### src/rtl/arb_pkg.sv
// Shared state encoding, mux selects and counter helpers for the CPU/DMA memory bus arbiter.
package arb_pkg;

  localparam int CNT_W = 8;

  typedef enum logic [1:0] {
    CPU_OWN   = 2'b00,
    HALT_WAIT = 2'b01,
    DMA_OWN   = 2'b10,
    HANDBACK  = 2'b11
  } arb_state_e;

  localparam logic MUX_CPU = 1'b0;
  localparam logic MUX_DMA = 1'b1;

  // Parameters arrive as int; counters are CNT_W bits wide.
  function automatic logic [CNT_W-1:0] to_cnt(input int unsigned v);
    return v[CNT_W-1:0];
  endfunction

endpackage

### src/rtl/arb_cycle_counter.sv
// Saturating cycle counter with load, increment and decrement; used for burst length and CPU gap.
module arb_cycle_counter
  import arb_pkg::*;
(
  input  logic             clk,
  input  logic             reset_n,
  input  logic             load,
  input  logic [CNT_W-1:0] load_val,
  input  logic             inc,
  input  logic             dec,
  output logic [CNT_W-1:0] count
);

  logic [CNT_W-1:0] count_q, count_d;

  always_comb begin
    count_d = count_q;
    if (load) begin
      count_d = load_val;
    end else if (inc && !dec) begin
      if (count_q != '1) count_d = count_q + CNT_W'(1);
    end else if (dec && !inc) begin
      if (count_q != '0) count_d = count_q - CNT_W'(1);
    end
  end

  always_ff @(posedge clk) begin
    if (!reset_n) count_q <= '0;
    else          count_q <= count_d;
  end

  assign count = count_q;

endmodule

### src/rtl/mem_bus_arbiter.sv
// Shares one synchronous memory port between the 6502 (stalled via RDY) and a DMA master.
// Build option: define ARB_WP_EN to suppress DMA writes at or above WP_BASE and flag them.
//
// state     | meaning
// CPU_OWN   | CPU drives the memory port, RDY high
// HALT_WAIT | RDY low; CPU write cycles still pass through until the CPU reaches a read
// DMA_OWN   | DMA master owns the port, one transfer per acked cycle
// HANDBACK  | stalled CPU read replayed at cpu_addr; RDY returns next cycle
module mem_bus_arbiter
  import arb_pkg::*;
#(
  parameter int                MAX_BURST = 16,
  parameter int                CPU_GAP   = 4,
  parameter int                ADDR_W    = 16,
  parameter int                DATA_W    = 8,
  parameter logic [ADDR_W-1:0] WP_BASE   = ADDR_W'(16'hFF00)
) (
  input  logic              clk,
  input  logic              reset_n,
  input  logic [ADDR_W-1:0] cpu_addr,
  input  logic [DATA_W-1:0] cpu_wdata,
  input  logic              cpu_rd,
  input  logic              cpu_wr,
  output logic [DATA_W-1:0] cpu_rdata,
  output logic              cpu_rdy,
  input  logic              dma_req,
  input  logic [ADDR_W-1:0] dma_addr,
  input  logic [DATA_W-1:0] dma_wdata,
  input  logic              dma_we,
  output logic              dma_ack,
  output logic [DATA_W-1:0] dma_rdata,
  output logic              dma_rvalid,
  output logic              dma_wp_err,
  output logic [ADDR_W-1:0] mem_addr,
  output logic [DATA_W-1:0] mem_wdata,
  output logic              mem_re,
  output logic              mem_we,
  input  logic [DATA_W-1:0] mem_rdata
);

`ifdef ARB_WP_EN
  localparam bit WP_EN = 1'b1;
`else
  localparam bit WP_EN = 1'b0;
`endif

  localparam logic [CNT_W-1:0] BURST_LAST = to_cnt(MAX_BURST - 1);
  localparam logic [CNT_W-1:0] GAP_LOAD   = to_cnt(CPU_GAP);

  arb_state_e       state_q, state_d;
  logic             cpu_rdy_q, cpu_rdy_d;
  logic             dma_rvalid_q, dma_rvalid_d;
  logic             wp_err_q, wp_err_d;

  logic             mux_sel;
  logic             ack;
  logic             handback;
  logic             wp_hit;
  logic [CNT_W-1:0] burst_cnt;
  logic [CNT_W-1:0] gap_cnt;

  // A low dma_req in DMA_OWN does the handback work in that same cycle, so the
  // CPU regains RDY two cycles after the last ack whichever way the grant ends.
  always_comb begin
    state_d  = state_q;
    mux_sel  = MUX_CPU;
    ack      = 1'b0;
    handback = 1'b0;
    case (state_q)
      CPU_OWN: begin
        if (dma_req && gap_cnt == '0) state_d = HALT_WAIT;
      end
      HALT_WAIT: begin
        if (!cpu_wr) state_d = dma_req ? DMA_OWN : HANDBACK;
      end
      DMA_OWN: begin
        if (dma_req) begin
          mux_sel = MUX_DMA;
          ack     = 1'b1;
          if (burst_cnt == BURST_LAST) state_d = HANDBACK;
        end else begin
          handback = 1'b1;
          state_d  = CPU_OWN;
        end
      end
      HANDBACK: begin
        handback = 1'b1;
        state_d  = CPU_OWN;
      end
      default: state_d = CPU_OWN;
    endcase
  end

  assign wp_hit = WP_EN && ack && dma_we && (dma_addr >= WP_BASE);

  always_comb begin
    mem_addr  = cpu_addr;
    mem_wdata = cpu_wdata;
    mem_re    = 1'b0;
    mem_we    = 1'b0;
    if (mux_sel == MUX_DMA) begin
      mem_addr  = dma_addr;
      mem_wdata = dma_wdata;
      mem_re    = ack && !dma_we;
      mem_we    = ack && dma_we && !wp_hit;
    end else if (handback) begin
      mem_re = 1'b1;
    end else if (state_q == CPU_OWN) begin
      mem_re = cpu_rd;
      mem_we = cpu_wr;
    end else if (state_q == HALT_WAIT) begin
      mem_we = cpu_wr;
    end
  end

  always_comb begin
    cpu_rdy_d    = (state_d == CPU_OWN);
    dma_rvalid_d = ack && !dma_we;
    wp_err_d     = wp_err_q | wp_hit;
  end

  always_ff @(posedge clk) begin
    if (!reset_n) begin
      state_q      <= CPU_OWN;
      cpu_rdy_q    <= 1'b1;
      dma_rvalid_q <= 1'b0;
      wp_err_q     <= 1'b0;
    end else begin
      state_q      <= state_d;
      cpu_rdy_q    <= cpu_rdy_d;
      dma_rvalid_q <= dma_rvalid_d;
      wp_err_q     <= wp_err_d;
    end
  end

  arb_cycle_counter u_burst_cnt (
    .clk      (clk),
    .reset_n  (reset_n),
    .load     (handback),
    .load_val ('0),
    .inc      (ack),
    .dec      (1'b0),
    .count    (burst_cnt)
  );

  arb_cycle_counter u_gap_cnt (
    .clk      (clk),
    .reset_n  (reset_n),
    .load     (handback),
    .load_val (GAP_LOAD),
    .inc      (1'b0),
    .dec      (state_q == CPU_OWN),
    .count    (gap_cnt)
  );

  assign cpu_rdy    = cpu_rdy_q;
  assign cpu_rdata  = mem_rdata;
  assign dma_ack    = ack;
  assign dma_rdata  = mem_rdata;
  assign dma_rvalid = dma_rvalid_q;
  assign dma_wp_err = wp_err_q;

endmodule

### config.mk
export PLATFORM = sky130hd
export DESIGN_NAME = mem_bus_arbiter
export DESIGN_NICKNAME = d
export VERILOG_FILES = /design/src/rtl/arb_pkg.sv /design/src/rtl/arb_cycle_counter.sv /design/src/rtl/mem_bus_arbiter.sv
export SDC_FILE = /design/constraint.sdc
export NUM_CORES = 1
export LEC_CHECK = 0
export CORE_ASPECT_RATIO = 0.6
export CORE_MARGIN = 10
export CORE_UTILIZATION = 34
export CTS_CLUSTER_SIZE = 30
export DETAILED_ROUTE_END_ITERATION = 6
export GPL_TIMING_DRIVEN = 0
export PLACE_DENSITY = 0.81
export REMOVE_ABC_BUFFERS = 1
export SLEW_MARGIN = 20
export SYNTH_ARGS = -nofsm -noshare
export SYNTH_HDL_FRONTEND = slang
export SYNTH_SLANG_ARGS = --single-unit
### constraint.sdc
create_clock -name clk -period 1.6 [get_ports clk]
set_input_delay 0.16 -clock clk [delete_from_list [all_inputs] [get_ports clk]]
set_output_delay 0.16 -clock clk [all_outputs]
set_load 0.02 [all_outputs]
# After elaboration in Yosys (flattened, before gate mapping)
# Index checks and enable logic that the tools add are counted.
[word_totals]
ff_bits = 20
wordCells = 50
in_bits = 62
[op_classes]
reduce_logical = 14
addsub = 2
n_mux = 22
eq_ne = 5
bitwise_logic = 1
[op_table]
columns = ["operator", "n"]
rows = [
  ["$mux 16", 1],
  ["$mux 1", 11],
  ["$mux 3", 3],
  ["$add 8x1->8 const B", 1],
  ["$eq 8x4->1 const B", 1],
  ["$logic_not 8->1", 1],
  ["$mux 2", 4],
  ["$mux 8", 1],
  ["$ne 8x8->1 const B", 1],
  ["$pmux 2 s4", 1],
  ["$reduce_bool 8->1", 1],
  ["$sub 8x1->8 const B", 1],
  ["$reduce_and 2->1", 3],
  ["$eq 2x2->1 const B", 2],
  ["$logic_not 2->1", 2],
  ["$reduce_bool 2->1", 2],
  ["$logic_and 1x1->1", 3],
  ["$eq 2x1->1 const B", 1],
  ["$pmux 1 s2", 1],
  ["$reduce_or 2->1", 1],
  ["$logic_not 1->1", 1],
  ["$not 1->1", 1],
]

# Longest topological paths before layout
[logic_depth]
ltp_word = 5
depth_mapped = 7
ltp_nobuf = 6

# By module
# A second synthesis with hierarchy kept.
[hier_totals]
cells_unflattened = 276
area_unflattened_um2 = 2299.7
[by_module_without_submodules]
columns = ["mod", "cells_each", "n_inst", "area_each_um2", "seq_area_each_um2"]
rows = [
  ["arb_cycle_counter", 99, 2, 798.3, 160.2],
  ["mem_bus_arbiter", 78, 1, 703.2, 80.1],
]

# Worst setup path before layout
# OpenSTA, ideal clock, no wires.
[synth_path]
path_type = "register to output"
start = "register state_q[1]"
end = "output port mem_addr[10]"
path_stages_with_launch = 8
path_slack_ns = 0.029
arrival_ns = 1.411
t_required_ns = 1.440
cell_sequence = "dfxtp_1 -> buf_6 -> nand3b_4 -> clkinv_1 -> buf_2 -> buf_1 -> nand2_1 -> nand2_1"
[synth_via]
elab_chain_len = 3
[synth_lines]
columns = ["item", "line", "source"]
rows = [
  ["from (decl)", "mem_bus_arbiter.sv:50", "arb_state_e state_q, state_d;"],
  ["from (signal assigned)", "mem_bus_arbiter.sv:129", "state_q <= state_d;"],
  ["$eq 2x2->1", "n/a", ""],
  ["$mux 1", "n/a", ""],
  ["net dma_ack", "mem_bus_arbiter.sv:30", "output logic dma_ack,"],
  ["$mux 16", "mem_bus_arbiter.sv:101", "if (mux_sel == MUX_DMA) begin"],
  ["to (decl)", "mem_bus_arbiter.sv:34", "output logic [ADDR_W-1:0] mem_addr,"],
]
# The timed path passes the listed nets, and every way through them passes these cells.

# Worst setup path in the final report
[layout_path]
start = "register state_q[0]"
end = "output port mem_addr[11]"
[layout_via]
elab_chain_len = 3
[layout_lines]
columns = ["item", "line", "source"]
rows = [
  ["$eq 2x2->1", "mem_bus_arbiter.sv:69", "case (state_q)"],
  ["$mux 1", "mem_bus_arbiter.sv:69", ""],
  ["$mux 16", "mem_bus_arbiter.sv:101", ""],
]
# Every way passes these cells.

==> results.json <==
{
  "stdcell_area_sq_mm": 0.00227,
  "min_period_ps": 1580,
  "viasPerCell": 4.65,
  "routed_wl_mm": 4.91,
  "start_util": 0.350,
  "cts.clk_slew.worst_paths_ps": 80,
  "drv_slew": 0,
  "rsz0062_at_grt": "yes",
  "setup_violations": 0,
  "areaGrowthSynthToFinish_pct": 58.2,
  "crit_buf_inv": 2,
  "power.density_mw_per_mm2": 1170,
  "drt_iter0_markers": 35,
  "antenna_found_initial": 0,
  "io_buffers": 82,
  "cp_top_family": "buffers and inverters",
  "grt_use_met1": 0.164,
  "holdWs_ps": 320,
  "ys.flop_type": "dfxtp_1",
  "wire_per_inst_microns": 14.8,
  "netlist_instances": 206,
  "rows": 18,
  "synth_warnings": 0,
  "cts-root-buf": "clkbuf_8",
  "run_status": "complete, no violations",
  "fin_setup_tns_ps": 0,
  "utilization": 0.554,
  "ys_async_sr_fraction": 0,
  "drtAntennaViolNets": 0,
  "h-tree-depth": 1,
  "cap_violations": 0,
  "max-vdd-ir-drop_v": 0.000508,
  "core_sq_mm": 0.00410,
  "cts_made_buffers": 3,
  "nets": 338,
  "dpl-instance-area_sq_mm": 0.00216,
  "critPathLaunchType": "register",
  "first_pass_iters": 4,
  "crit_type": "register to output port",
  "synth_edf_count": 0,
  "dieWidth_microns": 104,
  "drive_gt1_frac": 0.205,
  "ys_seq_area_frac": 0.279,
  "crit_path_frequent_cell": "nand2_1",
  "gr-max-usage-layer": "met2",
  "via_count": 1550,
  "grt_start_max_net_pins": 32,
  "max_freq_mhz": 631,
  "ys_seq_elements": 20,
  "worst_slack_ps": 16.3,
  "r2r_cells": 6,
  "syn_avg_cell_area_sq_um": 6.97,
  "path_max_fanout": 8,
  "endpoint_kind": "output port",
  "dp_worst_setup_slack_ps": -1310,
  "required_ps": 1440,
  "timing_hold_violations_final": 0,
  "clock-sinks": 20,
  "grt_pass1_wl_mm": 7.99,
  "post-dp-hpwl_mm": 3.61,
  "cts_tree": "yes",
  "grt_usage": 0.128,
  "n_antenna_cell": 0,
  "fin_worst_skew_ps": 12.4,
  "met2_usage": 0.207,
  "drc": 0,
  "p_leak_nw": 1.03,
  "slowest_delay_ps": 390,
  "path_cells": "nand3b_4 -> buf_4 -> nand2_1 -> nand2_1 -> clkdlybuf4s15_2",
  "holdPathStages": 0,
  "gp_routability_congestion": 0.810,
  "dieArea_sq_mm": 0.00731,
  "hold_path.class": "input port to output port",
  "layout_common_cells": "nand2_1 (76), clkdlybuf4s50_1 (54), buf_2 (17)",
  "crit_slowest_cell": "dfxtp_4",
  "worstPathArrival_ps": 1420,
  "syn-cell-area_sq_mm": 0.00144,
  "first_global_vias": 1531,
  "cp.depth": 5,
  "layout_commonest_cell": "nand2_1",
  "post-route-period-util": 0.990,
  "num_io_pins": 108,
  "clock_latency_ps": 260,
  "clockBufferDepth": 2,
  "met3_usage": 0.0513,
  "synth_cell_type_count": 37,
  "overflow": 0,
  "die_y_microns": 70.3
}
## cell families after synthesis
logic type,after synthesis,synth area share
other,1,0.00261
adders and majority gates,2,0.0174
DFF,20,0.279
AOI/OAI and AO/OA,21,0.102
buffers and inverters,31,0.138
xor gates and xnor gates,10,0.0610
muxes,2,0.0139
and+or+nand+nor,119,0.386
## registers in the layout, summed over array words and instances (netlist names)
signal,cells
cpu_rdy,1
dma_rvalid,1
state_q,2
u_burst_cnt.count,8
u_gap_cnt.count,8
## metrics by stage
step | power (mW) | instances
after detailed placement | 2.00 | 323
final | 2.66 | 333
after CTS | 2.53 | 330
after global placement | 1.98 | 323
after floorplan | 1.55 | 181
after global routing | 2.88 | 333
## repair_timing
action | in CTS | in global routing
hold buffers | 0 | 0
pin swaps | 1 | 3
cloned | 1 | 0
buffers inserted | 2 | 3
endpoints found under the setup margin | 39 | 40
resized for setup | 88 | 35
## per-layer routing
metal / wire [microns] / part of all wire
met3: 326 / 0.066
met4: 0 / 0
met5: 0 / 0
met1: 2250 / 0.46
met2: 2340 / 0.48
## synthesized netlist by cell type (2+ instances only)
cell | instances | area (sq um)
a211oi_1 | 2 | 15.0
buf_2 | 2 | 10.0
a2111oi_2 | 2 | 30.0
dfxtp_1 | 20 | 400
ha_1 | 2 | 25.0
a21oi_1 | 6 | 30.0
buf_6 | 2 | 22.5
nand3_1 | 2 | 10.0
buf_4 | 17 | 128
and3_1 | 2 | 12.5
xor2_1 | 7 | 61.3
or3b_1 | 2 | 17.5
inv_1 | 5 | 18.8
nor3_1 | 3 | 15.0
nand2_1 | 77 | 289
a21boi_1 | 2 | 15.0
mux2i_1 | 2 | 20.0
or3_1 | 3 | 18.8
nor2_1 | 16 | 60.1
nand4_1 | 5 | 31.3
xnor2_1 | 3 | 26.3
o21ai_0 | 5 | 25.0
buf_1 | 4 | 15.0
o211ai_1 | 2 | 15.0
## power breakdown
group	internal [mW]	switching (mW)
Sequential	0.627	0.164
Combinational	0.713	0.655
Clock	0.334	0.170
Total	1.67	0.989
## cell type report
type | instances | area (sq um)
Clock buffer | 3 | 41.3
Clock inverter | 1 | 30.0
Fill cell | 391 | 1830
Inverter | 6 | 35.0
Multi-Input combinational cell | 156 | 902
Sequential cell | 20 | 413
Tap cell | 60 | 75.1
Timing Repair Buffer | 87 | 773
## path summary, 6_finish.rpt
kind	from	to	slack [ps]
max	state_q[0]$_SDFF_PN0_	mem_addr[11]	20
min	mem_rdata[0]	dma_rdata[0]	320
max reg2reg	u_gap_cnt.count[1]$_SDFFE_PP0P_	u_gap_cnt.count[4]$_SDFFE_PP0P_	20
min reg2reg	u_burst_cnt.count[7]$_SDFFE_PP0P_	u_burst_cnt.count[7]$_SDFFE_PP0P_	530
Power figures use the tool's default switching activity.
